File: config.mk
export PLATFORM = sky130hd
export DESIGN_NAME = noc_inject_arbiter
export DESIGN_NICKNAME = d
export VERILOG_FILES = /design/src/rtl/noc_pkg.sv /design/src/rtl/noc_rr_picker.sv /design/src/rtl/noc_inject_arbiter.sv
export SDC_FILE = /design/constraint.sdc
export NUM_CORES = 1
export LEC_CHECK = 0
export ABC_AREA = 1
export ABC_CLOCK_PERIOD_IN_PS = 4150
export CORE_UTILIZATION = 39
export DETAILED_ROUTE_END_ITERATION = 8
export PLACE_DENSITY_LB_ADDON = 0.05
export SLEW_MARGIN = 20
export SYNTH_ARGS = -nofsm -noshare
export SYNTH_HDL_FRONTEND = slang
export SYNTH_HIERARCHICAL = 1
export SYNTH_SLANG_ARGS = --single-unit
File: constraint.sdc
create_clock -name noc_clk -period 4.15 [get_ports noc_clk]
set_clock_uncertainty 0.05 [all_clocks]
set_input_delay 1.0375 -clock noc_clk [delete_from_list [all_inputs] [get_ports noc_clk]]
set_output_delay 1.0375 -clock noc_clk [all_outputs]
set_load 0.1 [all_outputs]
File: src/rtl/noc_pkg.sv
// noc_pkg: types shared by the NoC node-side blocks.
//   noc_flit_t  - flit with header/tail markers and payload
//   arb_state_t - packet-lock state of the injection arbiter
`ifndef Noc_Data_Width
`define Noc_Data_Width 32
`endif

package noc_pkg;

    typedef struct packed {
        logic                       is_header;
        logic                       is_tail;
        logic [`Noc_Data_Width-1:0] data;
    } noc_flit_t;

    typedef enum logic {
        ARB_IDLE   = 1'b0,
        ARB_LOCKED = 1'b1
    } arb_state_t;

endpackage

File: src/rtl/noc_rr_picker.sv
// noc_rr_picker: combinational round-robin pick.
//   req_i - request vector
//   ptr_i - highest-priority index; scan runs upward from here and wraps
//   gnt_o - one-hot grant
//   idx_o - index of the granted requester (0 when none)
//   any_o - at least one request present
module noc_rr_picker #(
    parameter int N     = 4,
    parameter int SEL_W = $clog2(N)
) (
    input  logic [N-1:0]     req_i,
    input  logic [SEL_W-1:0] ptr_i,
    output logic [N-1:0]     gnt_o,
    output logic [SEL_W-1:0] idx_o,
    output logic             any_o
);

    logic             found;
    logic [SEL_W-1:0] j;

    always_comb begin
        gnt_o = '0;
        idx_o = '0;
        found = 1'b0;
        j     = '0;
        for (int k = 0; k < N; k++) begin
            j = SEL_W'((int'(ptr_i) + k) % N);
            if (!found && req_i[j]) begin
                found    = 1'b1;
                gnt_o[j] = 1'b1;
                idx_o    = j;
            end
        end
    end

    assign any_o = found;

endmodule

File: src/rtl/noc_inject_arbiter.sv
// noc_inject_arbiter: packet-granular round-robin arbiter feeding one NoC
// router injection port from NUM_SRC local sources.
//   noc_clk/noc_rst          - clock, async active-high reset
//   src_valid/ready/flit/... - per-source flit interfaces (flit i at [i*DATA_W +: DATA_W])
//   sender_*                 - registered flit interface to the router
//   arb_busy                 - a packet currently holds the port
//   arb_owner                - current or most recent owner
//   proto_err                - sticky: body flit offered in IDLE or header inside a packet
module noc_inject_arbiter
    import noc_pkg::*;
#(
    parameter int NUM_SRC = 4,
    parameter int DATA_W  = `Noc_Data_Width,
    parameter int SEL_W   = $clog2(NUM_SRC)
) (
    input  logic                      noc_clk,
    input  logic                      noc_rst,
    input  logic [NUM_SRC-1:0]        src_valid,
    output logic [NUM_SRC-1:0]        src_ready,
    input  logic [NUM_SRC*DATA_W-1:0] src_flit,
    input  logic [NUM_SRC-1:0]        src_is_header,
    input  logic [NUM_SRC-1:0]        src_is_tail,
    output logic                      sender_valid,
    input  logic                      sender_ready,
    output logic [DATA_W-1:0]         sender_flit,
    output logic                      sender_is_header,
    output logic                      sender_is_tail,
    output logic                      arb_busy,
    output logic [SEL_W-1:0]          arb_owner,
    output logic                      proto_err
);

    arb_state_t        state_q, state_d;
    logic [SEL_W-1:0]  owner_q, owner_d;
    logic [SEL_W-1:0]  rr_ptr_q, rr_ptr_d;
    logic              sv_q, sv_d;
    logic [DATA_W-1:0] flit_q, flit_d;
    logic              hdr_q, hdr_d;
    logic              tail_q, tail_d;
    logic              perr_q, perr_d;

    logic [DATA_W-1:0]  flit_arr [NUM_SRC];
    logic [NUM_SRC-1:0] win_gnt;
    logic [SEL_W-1:0]   win_idx;
    logic               win_any;
    logic [SEL_W-1:0]   sel;
    logic               grant;
    logic               slot_free;
    logic               accept;

    for (genvar g = 0; g < NUM_SRC; g++) begin : g_unpack
        assign flit_arr[g] = src_flit[g*DATA_W +: DATA_W];
    end

    // Only headers compete; body flits never win an idle port.
    noc_rr_picker #(.N(NUM_SRC), .SEL_W(SEL_W)) u_pick (
        .req_i (src_valid & src_is_header),
        .ptr_i (rr_ptr_q),
        .gnt_o (win_gnt),
        .idx_o (win_idx),
        .any_o (win_any)
    );

    assign slot_free = !sv_q || sender_ready;
    assign sel       = (state_q == ARB_IDLE) ? win_idx : owner_q;
    assign grant     = (state_q == ARB_IDLE) ? win_any : 1'b1;

    // Ready is held low during reset so no source believes a flit was taken.
    always_comb begin
        src_ready = '0;
        if (grant && !noc_rst) src_ready[sel] = slot_free;
    end

    assign accept = src_ready[sel] && src_valid[sel];

    always_comb begin
        state_d  = state_q;
        owner_d  = owner_q;
        rr_ptr_d = rr_ptr_q;
        sv_d     = sv_q;
        flit_d   = flit_q;
        hdr_d    = hdr_q;
        tail_d   = tail_q;
        perr_d   = perr_q;

        if (state_q == ARB_IDLE && |(src_valid & ~src_is_header)) perr_d = 1'b1;

        if (accept) begin
            sv_d   = 1'b1;
            flit_d = flit_arr[sel];
            hdr_d  = src_is_header[sel];
            tail_d = src_is_tail[sel];
            if (state_q == ARB_IDLE) begin
                owner_d  = sel;
                rr_ptr_d = (sel == SEL_W'(NUM_SRC-1)) ? '0 : sel + 1'b1;
                // A header that is also a tail is a complete packet: no lock.
                state_d  = src_is_tail[sel] ? ARB_IDLE : ARB_LOCKED;
            end else begin
                if (src_is_tail[sel])   state_d = ARB_IDLE;
                if (src_is_header[sel]) perr_d  = 1'b1;
            end
        end else if (sender_ready) begin
            sv_d = 1'b0;
        end
    end

    always_ff @(posedge noc_clk or posedge noc_rst) begin
        if (noc_rst) begin
            state_q  <= ARB_IDLE;
            owner_q  <= '0;
            rr_ptr_q <= '0;
            sv_q     <= 1'b0;
            flit_q   <= '0;
            hdr_q    <= 1'b0;
            tail_q   <= 1'b0;
            perr_q   <= 1'b0;
        end else begin
            state_q  <= state_d;
            owner_q  <= owner_d;
            rr_ptr_q <= rr_ptr_d;
            sv_q     <= sv_d;
            flit_q   <= flit_d;
            hdr_q    <= hdr_d;
            tail_q   <= tail_d;
            perr_q   <= perr_d;
        end
    end

    assign sender_valid     = sv_q;
    assign sender_flit      = flit_q;
    assign sender_is_header = hdr_q;
    assign sender_is_tail   = tail_q;
    assign arb_busy         = (state_q == ARB_LOCKED);
    assign arb_owner        = owner_q;
    assign proto_err        = perr_q;

endmodule

==> summary.txt <==
Drt
  – Routed wire length: ~11000 um
  – Routed via count: between 3000 and 4000
  – DRC violations left: 0
  – Violation count after the first detailed-route iteration: ~140
  – Antenna-violating nets left: 0
  – Wire length per cell: between 10 and 15 um
  – Drt pass-1 iters: 4
  – Vias per Instance: between 5 and 6

Critical path
  – Top fanout value on the critical path: 5
  – Critical path cell sequence: dlygate4sd2_1 > nand2_1 > inv_1 > buf_4 > nand2_2 > nand2_2 > nand2_1 > nand2_2 > nor2_4 > nand4_1 > nand3_2 > nand2_2 > o21ai_4 > ha_2 > nand2_2 > nor2_4 > buf_12
  – Worst setup EP type: output pin
  – Reg-to-reg setup timing slack: roughly 0.64 ns
  – Most used cell along the critical path: nand2_2
  – Required arrival time at the worst endpoint: ~3.1 ns
  – Depth of the critical timing path with buffers and inverters included: 17
  – Beginning of the critical path: src_valid[3]
  – End point of the critical path: src_ready[2]
  – Number of buffer and inverter instances along the worst setup path: 4
  – Cell depth of the worst flop-to-flop path: 20
  – Max stage delay on crit path: ~0.24 ns
  – Startpoint of the worst register-to-register path: rr_ptr_q[0]
  – Kind of critical path: in2out
  – Worst R2R End: sender_flit[15]
  – WP data arrival: approximately 3.0 ns
  – Startpoint type of the worst setup path: input port
  – Cell with the biggest individual delay on the critical path: dlygate4sd2_1
  – Kind of cell adding the most delay to the critical path: simple AND/OR/NAND/NOR gates

Min path
  – Hold path startpoint: sender_flit[25]
  – Worst hold-check path type: reg2reg

Global routing
  – Global-route wire length before repair: about 18000 um
  – Grt ovf: 0
  – Via count of the first global-routing pass: ~3700
  – Largest net degree at the start of global routing: 51
  – All-Layer GR Usage: 0.265
  – Initial antenna violation count: 1

Flow run
  – Max cap viols: 0

Cells and area
  – Number of nets in the layout: about 810
  – Area growth, synth to finish: 71.8%
  – Final cell count without fillers: between 700 and 800
  – Fill count: 700
  – Share of layout cells above drive strength 1: 0.114

Placement
  – Half-perimeter wire length after placement: approximately 8000 um
  – Number of I/O port buffers: around 190
  – Cell Count Post-Placement: 752
  – Weighted congestion reported at the end of routability-driven placement: just over 0.8

CTS
  – Root Driver: clkbuf_8
  – Clock tree from TritonCTS: yes
  – CTS H-tree depth: 2
  – Inserted Clock Buffers: 5
  – Source-to-sink clock delay at the later pin of the worst-skew pair: around 0.29 ns
  – Clk sinks: just over 40
  – Hold-fix buffers at CTS: 0
  – Clock Pin Slew Worst Setup and Hold Paths: roughly 0.070 ns
  – Maximum clock path buffer count: 2

Timing
  – Slew at the pin closest to its max-slew limit: 1.03 ns
  – Ratio of final minimum period to clock period: 0.976
  – Final critical path time including I/O delays and setup: around 4.1 ns
  – Number of hold violations in the final report: 0
  – Pins over their slew limit: 0
  – Setup Viol. Count Final: 0
  – Achievable Freq: around 250 MHz
  – Headroom to the max-slew limit: 0.311

Outcome
  – Status: complete, no violations

Synth
  – Post-synthesis instance total: 477
  – Number of warnings issued by yosys: 6
  – Cell Area, Synth: a little over 3000 um2
  – Synthesized area divided by synthesized cell count: between 6 and 7 um2
  – Synth Net Count: around 630

Floorplan
  – Overall die width: about 91 um
  – Number of top-level design ports: around 190
  – # rows: 32
  – Core area: between 7000 and 8000 um2
  – Initial cell density of the core: 0.402
  – Chip height: roughly 90 um
  – Die Area: around 8300 um2
## worst min path at each step
stage	end	slack [ns]	cells past startpoint
floorplan	rr_ptr_q[1]	0.49	2
global placement	sender_flit[1]	0.41	2
detailed placement	sender_flit[23]	0.41	2
CTS	sender_flit[15]	0.43	2
global route	sender_flit[25]	0.45	2
finish	sender_flit[25]	0.43	2
## per-stage QoR
step            util  hold slack [ns]  setup WS, ns  cell area, um2  setup TNS, ns
6_report       0.690            0.429        0.0990            5310              0
2_1_floorplan      -            0.489       0.00332            3120              0
5_1_grt        0.690            0.451       -0.0328            5310        -0.0879
4_1_cts        0.681            0.435       0.00883            5230              0
3_3_place_gp   0.664            0.413       -0.0341            5100        -0.0865
3_5_place_dp   0.664            0.414        -0.113            5100         -0.359
## state kept, by name (all words and copies together) (netlist names)
name	count
arb_owner	2
sender_valid	1
arb_busy	1
sender_is_tail	1
rr_ptr_q	2
sender_flit	32
proto_err	1
sender_is_header	1
## metal layers
metal  GRT usage  share of wire  up-vias
met4      0.0966          0.026        0
met1       0.312           0.41     1795
met5           0              0        -
met3      0.0603          0.067       21
li1            -              -     1927
met2       0.468           0.50      150
## cells in the final DEF (no fill, tap or decap), types with 2 or more instances in the layout
cell and instances:
o22ai_1 32, nand3_4 3, nand3_1 7, ha_1 3
nand4_1 9, o21ai_0 60, nand2_4 3, dfrtp_1 41
nand2_2 13, o21ai_1 8, a21oi_1 2, clkbuf_1 3
nand2_1 151, nor2_4 5, inv_2 6, dlymetal6s2s_1 4
nand3_2 3, dlygate4sd2_1 4, nor2_1 73, a21oi_2 2
inv_1 21, clkbuf_8 5, buf_4 26, clkdlybuf4s50_1 173
buf_12 4
## worst reg2reg max path, cell delays in order (launching register included)
cell     delay, ns
dfrtp_1       0.49
inv_2         0.16
ha_1          0.41
inv_1         0.11
nand3_1       0.09
nand2_1       0.06
nor2_2        0.19
a21oi_2       0.10
nand3_2       0.11
nand2_1       0.08
nand2_2       0.14
buf_4         0.13
buf_4         0.38
nor2_1        0.08
nand2_1       0.10
nand3_2       0.16
nand2_2       0.14
inv_2         0.12
buf_4         0.21
nand2_1       0.07
nand2_1       0.05
## repair_timing
| item | CTS | global route |
|---|---|---|
| resized for setup | 12 | 11 |
| setup buffers | 4 | 5 |
| setup endpoints to repair | 4 | 4 |
| pin swaps | 11 | 12 |
## final cells by class
cell class,count,area (um2),share of cell area
repair buffers,211,2090,0.394
clock buffers,8,80.1,0.0151
inverters,28,109,0.0205
diodes,1,2.50,0.000472
well taps,102,128,0.0241
multi-input cells,379,1870,0.352
flip-flops and latches,41,1030,0.193
Power is left out: the tool's default activity adds up to more than one toggle a clock period on the data nets, which glitch-free logic cannot reach.
